<file path="src/rtl/multdiv_sequencer_if.sv">
// Bundle between the execute stage, the shared ALU and the multiply/divide sequencer.
// The slave modport is the sequencer's view; the master modport is the pipeline/ALU side.
interface multdiv_sequencer_if #(
  parameter int DATA_WIDTH = 32
);
  logic                  ctrl_MULT;
  logic                  ctrl_DIV;
  logic [DATA_WIDTH-1:0] data_operandA;
  logic [DATA_WIDTH-1:0] data_operandB;
  logic [DATA_WIDTH-1:0] alu_operandA;
  logic [DATA_WIDTH-1:0] alu_operandB;
  logic [4:0]            alu_opcode;
  logic [4:0]            alu_shiftamt;
  logic [DATA_WIDTH-1:0] alu_result;
  logic [DATA_WIDTH-1:0] data_result;
  logic                  data_exception;
  logic                  data_resultRDY;
  logic                  busy;

  modport slave (
    input  ctrl_MULT, ctrl_DIV, data_operandA, data_operandB, alu_result,
    output alu_operandA, alu_operandB, alu_opcode, alu_shiftamt,
           data_result, data_exception, data_resultRDY, busy
  );

  modport master (
    output ctrl_MULT, ctrl_DIV, data_operandA, data_operandB, alu_result,
    input  alu_operandA, alu_operandB, alu_opcode, alu_shiftamt,
           data_result, data_exception, data_resultRDY, busy
  );
endinterface

</file>
<file path="src/rtl/multdiv_sequencer.sv">
// Signed 32-bit shift-add multiply / restoring divide that borrows the execute ALU
// for one add or subtract per cycle.
//
// state  | meaning
// IDLE   | waiting for ctrl_MULT / ctrl_DIV, ALU driven with ADD 0,0
// ABS_A  | ALU forms |A|; a divide by zero short-circuits to DONE here
// ABS_B  | ALU forms |B|, partial register cleared, iteration counter loaded
// ITER   | 32 shift-add (mult) or shift-subtract (div) steps
// SIGN   | ALU applies the result sign; result and exception registered
// DONE   | one-cycle ready pulse; a new start may be accepted
module multdiv_sequencer #(
  parameter int         DATA_WIDTH = 32,
  parameter logic [4:0] ALU_OP_ADD = 5'b00000,
  parameter logic [4:0] ALU_OP_SUB = 5'b00001
) (
  input logic            clock,
  input logic            ctrl_reset_n,
  multdiv_sequencer_if.slave bus
);
  localparam int MSB = DATA_WIDTH - 1;

  typedef enum logic [2:0] {
    S_IDLE,
    S_ABS_A,
    S_ABS_B,
    S_ITER,
    S_SIGN,
    S_DONE
  } state_t;

  state_t     state, state_nxt;
  logic [MSB:0] a_reg, b_reg, hi, lo, opd, result;
  logic [MSB:0] a_nxt, b_nxt, hi_nxt, lo_nxt, opd_nxt, result_nxt;
  logic         op_div, op_div_nxt, exc, exc_nxt;
  logic [4:0]   cnt, cnt_nxt;
  logic [MSB:0] alu_a, alu_b;
  logic [4:0]   alu_op;
  logic         start, neg, carry, borrow, mult_ovf;
  logic [MSB:0] rem_shift;

  assign start     = bus.ctrl_MULT | bus.ctrl_DIV;
  assign neg       = a_reg[MSB] ^ b_reg[MSB];
  assign rem_shift = {hi[MSB-1:0], lo[MSB]};
  assign carry     = (hi[MSB] & opd[MSB]) | ((hi[MSB] | opd[MSB]) & ~bus.alu_result[MSB]);
  assign borrow    = (~rem_shift[MSB] & opd[MSB])
                   | ((~rem_shift[MSB] | opd[MSB]) & bus.alu_result[MSB]);
  // A negative product may reach exactly -2^31 without overflowing.
  assign mult_ovf  = ((hi != '0) | lo[MSB])
                   & ~(neg && (hi == '0) && (lo == {1'b1, {MSB{1'b0}}}));

  // ALU drive depends only on registered state, keeping the ALU path loop-free.
  always_comb begin
    alu_a  = '0;
    alu_b  = '0;
    alu_op = ALU_OP_ADD;
    case (state)
      S_ABS_A: begin
        if (a_reg[MSB]) begin
          alu_b  = a_reg;
          alu_op = ALU_OP_SUB;
        end else begin
          alu_a = a_reg;
        end
      end
      S_ABS_B: begin
        if (b_reg[MSB]) begin
          alu_b  = b_reg;
          alu_op = ALU_OP_SUB;
        end else begin
          alu_a = b_reg;
        end
      end
      S_ITER: begin
        if (op_div) begin
          alu_a  = rem_shift;
          alu_b  = opd;
          alu_op = ALU_OP_SUB;
        end else if (lo[0]) begin
          alu_a = hi;
          alu_b = opd;
        end
      end
      S_SIGN: begin
        if (neg) begin
          alu_b  = lo;
          alu_op = ALU_OP_SUB;
        end else begin
          alu_a = lo;
        end
      end
      default: ;
    endcase
  end

  always_comb begin
    state_nxt  = state;
    a_nxt      = a_reg;
    b_nxt      = b_reg;
    hi_nxt     = hi;
    lo_nxt     = lo;
    opd_nxt    = opd;
    op_div_nxt = op_div;
    cnt_nxt    = cnt;
    result_nxt = result;
    exc_nxt    = exc;
    case (state)
      S_IDLE, S_DONE: begin
        if (start) begin
          a_nxt      = bus.data_operandA;
          b_nxt      = bus.data_operandB;
          op_div_nxt = ~bus.ctrl_MULT;
          result_nxt = '0;
          exc_nxt    = 1'b0;
          state_nxt  = S_ABS_A;
        end else begin
          state_nxt = S_IDLE;
        end
      end
      S_ABS_A: begin
        if (op_div && (b_reg == '0)) begin
          result_nxt = '0;
          exc_nxt    = 1'b1;
          state_nxt  = S_DONE;
        end else begin
          if (op_div) lo_nxt = bus.alu_result;
          else        opd_nxt = bus.alu_result;
          state_nxt = S_ABS_B;
        end
      end
      S_ABS_B: begin
        if (op_div) opd_nxt = bus.alu_result;
        else        lo_nxt  = bus.alu_result;
        hi_nxt    = '0;
        cnt_nxt   = 5'd31;
        state_nxt = S_ITER;
      end
      S_ITER: begin
        if (op_div) begin
          hi_nxt = borrow ? rem_shift : bus.alu_result;
          lo_nxt = {lo[MSB-1:0], ~borrow};
        end else if (lo[0]) begin
          hi_nxt = {carry, bus.alu_result[MSB:1]};
          lo_nxt = {bus.alu_result[0], lo[MSB:1]};
        end else begin
          hi_nxt = {1'b0, hi[MSB:1]};
          lo_nxt = {hi[0], lo[MSB:1]};
        end
        cnt_nxt = cnt - 5'd1;
        if (cnt == 5'd0) state_nxt = S_SIGN;
      end
      S_SIGN: begin
        result_nxt = bus.alu_result;
        exc_nxt    = op_div ? (~neg & lo[MSB]) : mult_ovf;
        state_nxt  = S_DONE;
      end
      default: state_nxt = S_IDLE;
    endcase
  end

  always_ff @(posedge clock) begin
    if (!ctrl_reset_n) begin
      state  <= S_IDLE;
      a_reg  <= '0;
      b_reg  <= '0;
      hi     <= '0;
      lo     <= '0;
      opd    <= '0;
      op_div <= 1'b0;
      cnt    <= '0;
      result <= '0;
      exc    <= 1'b0;
    end else begin
      state  <= state_nxt;
      a_reg  <= a_nxt;
      b_reg  <= b_nxt;
      hi     <= hi_nxt;
      lo     <= lo_nxt;
      opd    <= opd_nxt;
      op_div <= op_div_nxt;
      cnt    <= cnt_nxt;
      result <= result_nxt;
      exc    <= exc_nxt;
    end
  end

  assign bus.alu_operandA   = alu_a;
  assign bus.alu_operandB   = alu_b;
  assign bus.alu_opcode     = alu_op;
  assign bus.alu_shiftamt   = 5'd0;
  assign bus.data_result    = result;
  assign bus.data_exception = exc;
  assign bus.data_resultRDY = (state == S_DONE);
  assign bus.busy           = (state != S_IDLE);
endmodule
</file>
<file path="src/flat_wrapper.sv">
// flat-port wrapper written by rule: the top's interface ports become plain ports
module multdiv_sequencer_flat 
#(
  parameter int         DATA_WIDTH = 32,
  parameter logic [4:0] ALU_OP_ADD = 5'b00000,
  parameter logic [4:0] ALU_OP_SUB = 5'b00001
)
  (clock, ctrl_reset_n, bus_ctrl_MULT, bus_ctrl_DIV, bus_data_operandA, bus_data_operandB, bus_alu_result, bus_alu_operandA, bus_alu_operandB, bus_alu_opcode, bus_alu_shiftamt, bus_data_result, bus_data_exception, bus_data_resultRDY, bus_busy);
  multdiv_sequencer_if #(.DATA_WIDTH(DATA_WIDTH)) bus_i ();
  input logic clock;
  input logic ctrl_reset_n;
  input wire logic [$bits(bus_i.ctrl_MULT)-1:0] bus_ctrl_MULT;
  input wire logic [$bits(bus_i.ctrl_DIV)-1:0] bus_ctrl_DIV;
  input wire logic [$bits(bus_i.data_operandA)-1:0] bus_data_operandA;
  input wire logic [$bits(bus_i.data_operandB)-1:0] bus_data_operandB;
  input wire logic [$bits(bus_i.alu_result)-1:0] bus_alu_result;
  output wire logic [$bits(bus_i.alu_operandA)-1:0] bus_alu_operandA;
  output wire logic [$bits(bus_i.alu_operandB)-1:0] bus_alu_operandB;
  output wire logic [$bits(bus_i.alu_opcode)-1:0] bus_alu_opcode;
  output wire logic [$bits(bus_i.alu_shiftamt)-1:0] bus_alu_shiftamt;
  output wire logic [$bits(bus_i.data_result)-1:0] bus_data_result;
  output wire logic [$bits(bus_i.data_exception)-1:0] bus_data_exception;
  output wire logic [$bits(bus_i.data_resultRDY)-1:0] bus_data_resultRDY;
  output wire logic [$bits(bus_i.busy)-1:0] bus_busy;
  assign bus_i.ctrl_MULT = bus_ctrl_MULT;
  assign bus_i.ctrl_DIV = bus_ctrl_DIV;
  assign bus_i.data_operandA = bus_data_operandA;
  assign bus_i.data_operandB = bus_data_operandB;
  assign bus_i.alu_result = bus_alu_result;
  assign bus_alu_operandA = bus_i.alu_operandA;
  assign bus_alu_operandB = bus_i.alu_operandB;
  assign bus_alu_opcode = bus_i.alu_opcode;
  assign bus_alu_shiftamt = bus_i.alu_shiftamt;
  assign bus_data_result = bus_i.data_result;
  assign bus_data_exception = bus_i.data_exception;
  assign bus_data_resultRDY = bus_i.data_resultRDY;
  assign bus_busy = bus_i.busy;
  multdiv_sequencer #(.DATA_WIDTH(DATA_WIDTH), .ALU_OP_ADD(ALU_OP_ADD), .ALU_OP_SUB(ALU_OP_SUB)) u_core (.clock(clock), .ctrl_reset_n(ctrl_reset_n), .bus(bus_i));
endmodule
</file>
<file path="config.mk">
export PLATFORM = sky130hd
export DESIGN_NAME = multdiv_sequencer_flat
export DESIGN_NICKNAME = d
export VERILOG_FILES = /design/src/rtl/multdiv_sequencer_if.sv /design/src/rtl/multdiv_sequencer.sv /design/src/flat_wrapper.sv
export SDC_FILE = /design/constraint.sdc
export NUM_CORES = 1
export LEC_CHECK = 0
export ABC_AREA = 1
export CAP_MARGIN = 5
export CORE_MARGIN = 2
export CORE_UTILIZATION = 45
export DETAILED_ROUTE_END_ITERATION = 8
export PLACE_DENSITY = 0.7
export RECOVER_POWER = 25
export SLEW_MARGIN = 25
export SYNTH_ARGS = -nofsm -noshare
export SYNTH_HDL_FRONTEND = slang
export SYNTH_SLANG_ARGS = --single-unit
</file>
<file path="constraint.sdc">
create_clock -name clock -period 2.1 [get_ports clock]
set_clock_uncertainty 0.1 [all_clocks]
set_input_delay 0.315 -clock clock [delete_from_list [all_inputs] [get_ports clock]]
set_output_delay 0.315 -clock clock [all_outputs]
set_load 0.02 [all_outputs]
</file>
* Word-level counts from Yosys, hierarchy flattened *
Cells that the tools add are included.

word-level totals
  register bits = 202
  bits in latches = 0
  memory bits (writable) = 0
  ROM bits = 0
  input bits = 100
  memories kept = 0

cells by class
  add/sub/neg operators = 1
  multipliers = 0
  div/mod/pow operators = 0
  $lt $le $gt $ge = 0
  equal/unequal tests = 14
  shift operators = 0
  muxes and demuxes = 41
  bitwise logic cells = 19
  reduce and logical (&&, ||, !) cells = 18

operators with widths
  kind                    count
  $mux W32                19
  $pmux W32 S4            2
  $pmux W32 S3            2
  $pmux W32 S2            2
  $logic_not A32 Y1       2
  $mux W31                2
  $eq A32 B32 Y1 const B  1
  $reduce_bool A32 Y1     1
  $pmux W5 S4             1
  $pmux W3 S5             1
  $ne A2 B1 Y1 const B    5
  $pmux W5 S2             1
  $reduce_bool A3 Y1      3
  $mux W1                 8
  $reduce_and A4 Y1       2
  $and A1 B1 Y1           6
  $eq A3 B2 Y1 const B    2
  $eq A3 B3 Y1 const B    2
  $mux W3                 2
  $ne A2 B2 Y1 const B    3
  $not A1 Y1              6
  $or A1 B1 Y1            6
  $logic_not A5 Y1        1
  $sub A5 B1 Y5 const B   1
  other kinds (9)         12

* Logic depth before layout (Yosys ltp) *
  depth in word-level cells = 7
  mapped depth = 11

* Worst setup path after synthesis *
OpenSTA, ideal clock, no wires.

  path kind = reg2out
  from = register u_core.state[2]
  to = output port bus_alu_operandA[10]
  arrival time = 1495 ps
  slack = 190 ps
  stages on the path, launching flop included = 8
  cell sequence = dfxtp_1 > buf_6 > inv_2 > nand2_2 > nor2_4 > nand2_2 > clkbuf_1 > o211ai_1

on the way
  word-level cells in the longest chain between the ends = 2

RTL lines
  what                                  RTL line                  source
  from (decl)                           multdiv_sequencer.sv:31   state_t state, state_nxt;
  from (signal assigned)                multdiv_sequencer.sv:173  state <= state_nxt;
  $eq A3 B3 Y1 (tied with other cells)  multdiv_sequencer.sv:56   case (state)
  $pmux W32 S4 (*)                      multdiv_sequencer.sv:56
  to (decl)                             flat_wrapper.sv:17        output wire logic [$bits(bus_i.alu_operandA)-1:0] bus_alu_operandA;

Mark *: on every way between the ends. The rest lies on a longest branch, timed or not.

* Worst setup path after layout *
  from = register u_core.state[1]
  to = output port bus_alu_operandB[25]

on the way
  word-level cells in the longest chain between the ends = 2

RTL lines
  what                                  RTL line                 source
  $eq A3 B3 Y1 (tied with other cells)  multdiv_sequencer.sv:56
  $pmux W32 S4 (*)                      multdiv_sequencer.sv:56
  to (decl)                             flat_wrapper.sv:18       output wire logic [$bits(bus_i.alu_operandB)-1:0] bus_alu_operandB;

Marked as above.

==> summary.md <==
| Metric | Value |
|---|---|
| Status | `finished, violations left` |
| Failing checks | `negative setup slack` |
| Vias in the first global route | `11,500` |
| Placed instance area | `approximately 14,000 sq um` |
| Slew HR | `a little over two fifths` |
| FF-to-FF setup slack | `-0.24 ns` |
| Height of the die | `162 microns` |
| Reg2reg path depth | `9` |
| Synth Cell Area | `between 10,000 and 15,000 sq um` |
| Most common cell after layout, fill and taps aside | `nand2_1` |
| Antenna Nets Post-Route | `0` |
| Sink Count | `about 200` |
| Initial Util | `a little under half` |
| Post-synth EDFFs | `0` |
| Routed Wire Length | `between 40,000 and 50,000 microns` |
| Cell count of the worst hold path | `3` |
| First drt pass iteration count | `6` |
| Max-cap violations | `0` |
| Area growth from synthesis to layout | `34.2%` |
| Sum Neg Setup Slack | `-24.88 ns` |
| Synth cell types | `41` |
| Total GRT Usage | `a little under a third` |
| Core Area | `approximately 24,000 sq um` |
| Wire length per cell | `slightly below 20 microns` |
| Final Max Slew Viols | `0` |
| Post-synthesis async set-or-reset flop share | `0%` |
| Fmax achieved | `~400 MHz` |
| First-pass GRT wire length | `roughly 64,000 microns` |
| Worst-path clk slew | `roughly 0.06 ns` |
| Top_reg_cell synth | `dfxtp_1` |
| Finish-stage setup viols | `89` |
| Setup slack after layout | `-0.402 ns` |
| Tmin final | `2.50 ns` |
| Largest net degree at the start of global routing | `between 70 and 80` |
| CP startpoint kind | `flip-flop` |
| # nets final | `1,940` |
| Hold_buf cts | `0` |
| Skew-Pair Late Insertion Delay | `around 0.53 ns` |
| Starting DRT DRC Count | `around 1,500` |
| CP Class | `reg2out` |
| Deepest clock path buffer count | `3` |
| Synth Instances | `about 1,600` |
| Peak supply drop | `0.947 mV` |
| Cell Rows | `57` |
| DRC | `0` |
| WHS | `between 0.04 and 0.05 ns` |
| Post-synthesis area per instance | `6.85 sq um` |
| Pwr Density | `~1300 nW/um^2` |
| Initial antenna violation count | `0` |
| Final Cycle Share | `119%` |
| Critical path peak fanout | `6` |
| CTS Root Cell | `clkbuf_16` |
| Die Area | `26,300 sq um` |
| Final Hold Viols | `0` |
| CTS tree | `built` |
| Warning count from the yosys run | `0` |
| Hold path startpoint | `ctrl_reset_n` |
| FF-to-FF Start | `u_core.state[1]` |
| Die Wd | `around 160 microns` |
| RSZ-0062 raised after global routing | `true` |
| Hold Path End | `u_core.a_reg[0]` |
| CTS H-Tree Depth | `1` |
| Commonest cells after routing, fill and taps aside | `nand2_1, a21oi_1, dfxtp_1` |
| Sequential fraction of the synthesis area | `35.9%` |
| Critical path required time | `roughly 1.7 ns` |
| Routed via count | `approximately 13,000` |
| Gr ovfl total | `0` |
| FF+latch count, synth | `around 200` |
| Crit. End Element | `output port` |
| Inserted Diodes | `0` |
| Dpl hpwl | `between 20,000 and 30,000 microns` |
| Placed Cells | `approximately 2,100` |
| Type of the worst min-delay path | `in2reg` |
| Top Ports | `approximately 210` |
| CP Data Arrival Time | `about 2.1 ns` |
| Cell Count, Final, Fillers Out | `2,179` |
| GPL Wtd Cong | `around 0.97` |
| Final Cell Area | `~15,000 sq um` |
| Worst reg2reg path endpoint | `u_core.lo[5]` |
| Final core utilization | `around three fifths` |
| Leakage power | `about 6.0 nW` |
| Share of cells above drive strength 1 | `between 15 and 20%` |
| PortBufs | `between 150 and 200` |
| Slew @ Worst Pin | `~0.86 ns` |
| Vias/cell | `between 5 and 6` |
| CTS Buf Count | `23` |
worst max-delay path: stages (launching register included):
cell and delay (ns):
dfxtp_4 0.40, nand2_4 0.08, nor2_8 0.12, inv_4 0.06, a21oi_4 0.20, buf_12 0.16, buf_16 0.13, a22oi_1 0.07
o211ai_1 0.14, buf_4 0.20
cell families after synthesis:
group	after synthesis	synth area share [%]
fa+ha+maj	2	0.222
simple gates	586	22.3
flops	202	35.9
compound gates	578	30.1
other cells	1	0.0333
buf+inv	274	11.5
per-stage QoR:
stage          power [mW]  setup WS, ns
2_1_floorplan        11.9         0.190
5_1_grt              21.5        -0.459
3_5_place_dp         15.3        -0.391
6_report             20.4        -0.402
3_3_place_gp         15.2        -0.382
4_1_cts              19.8        -0.388
where the power goes:
part / internal, mW / switching, mW
Sequential: 5.09 / 1.39
Clock: 2.54 / 1.73
Combinational: 3.55 / 6.07
Total: 11.2 / 9.20
routing by layer:
metal | routed length (microns) | part of all wire [%] | vias to the layer above | global-route usage, %
met5 | 0 | 0 | - | 0
met3 | 3110 | 7.3 | 140 | 3.98
li1 | - | - | 5996 | -
met2 | 20500 | 48 | 632 | 52.0
met4 | 2240 | 5.3 | 0 | 15.0
met1 | 16800 | 39 | 5896 | 39.1
Yosys cell counts (2+ instances only):
| cell type | number | area (sq um) |
|---|---|---|
| nand3b_1 | 30 | 225 |
| o2111ai_1 | 6 | 52.6 |
| o221ai_1 | 3 | 26.3 |
| a31oi_1 | 7 | 43.8 |
| nor2_4 | 3 | 33.8 |
| buf_4 | 24 | 180 |
| nand4_1 | 7 | 43.8 |
| nor3_1 | 4 | 20.0 |
| o211ai_1 | 75 | 563 |
| o21ai_2 | 2 | 17.5 |
| a22oi_1 | 86 | 646 |
| nor2_2 | 3 | 18.8 |
| nand3_1 | 64 | 320 |
| o21ai_0 | 143 | 716 |
| clkbuf_2 | 2 | 10.0 |
| a21oi_4 | 2 | 32.5 |
| buf_1 | 2 | 7.51 |
| clkbuf_1 | 50 | 188 |
| inv_1 | 124 | 465 |
| nor2_1 | 189 | 709 |
| ha_1 | 2 | 25.0 |
| o21ai_1 | 25 | 125 |
| buf_6 | 15 | 169 |
| o22ai_1 | 4 | 25.0 |
| inv_2 | 13 | 48.8 |
| nand2_1 | 274 | 1030 |
| a21oi_1 | 222 | 1110 |
| dfxtp_1 | 202 | 4040 |
| buf_2 | 42 | 210 |
| nand2_2 | 7 | 43.8 |
worst max-delay path by stage:
stage	slack (ns)	to	from	cells past startpoint
floorplan	0.19	bus_alu_operandA[10]	u_core.state[2]	7
global placement	-0.38	bus_alu_operandA[8]	u_core.state[0]	9
detailed placement	-0.39	bus_alu_operandA[8]	u_core.state[0]	9
CTS	-0.39	bus_alu_operandB[22]	u_core.state[0]	8
global route	-0.46	bus_alu_operandB[25]	u_core.state[1]	9
finish	-0.40	bus_alu_operandB[25]	u_core.state[1]	9
repair_timing:
| action | CTS | global route |
|---|---|---|
| endpoints found under the setup margin | 130 | 149 |
| gates cloned | 3 | 3 |
| setup buffers | 6 | 5 |
| pin swaps | 19 | 13 |
| resized for setup | 397 | 51 |
layout make-up:
| cell class | instances | area (sq um) |
|---|---|---|
| fillers | 2270 | 9350 |
| multi-input cells | 1175 | 6290 |
| flip-flops and latches | 202 | 4060 |
| repair buffers | 298 | 3010 |
| clock buffers | 31 | 646 |
| inverters | 138 | 541 |
| well taps | 324 | 405 |
| clock inverters | 11 | 149 |
Note: power is estimated with default switching activity, not from simulation.
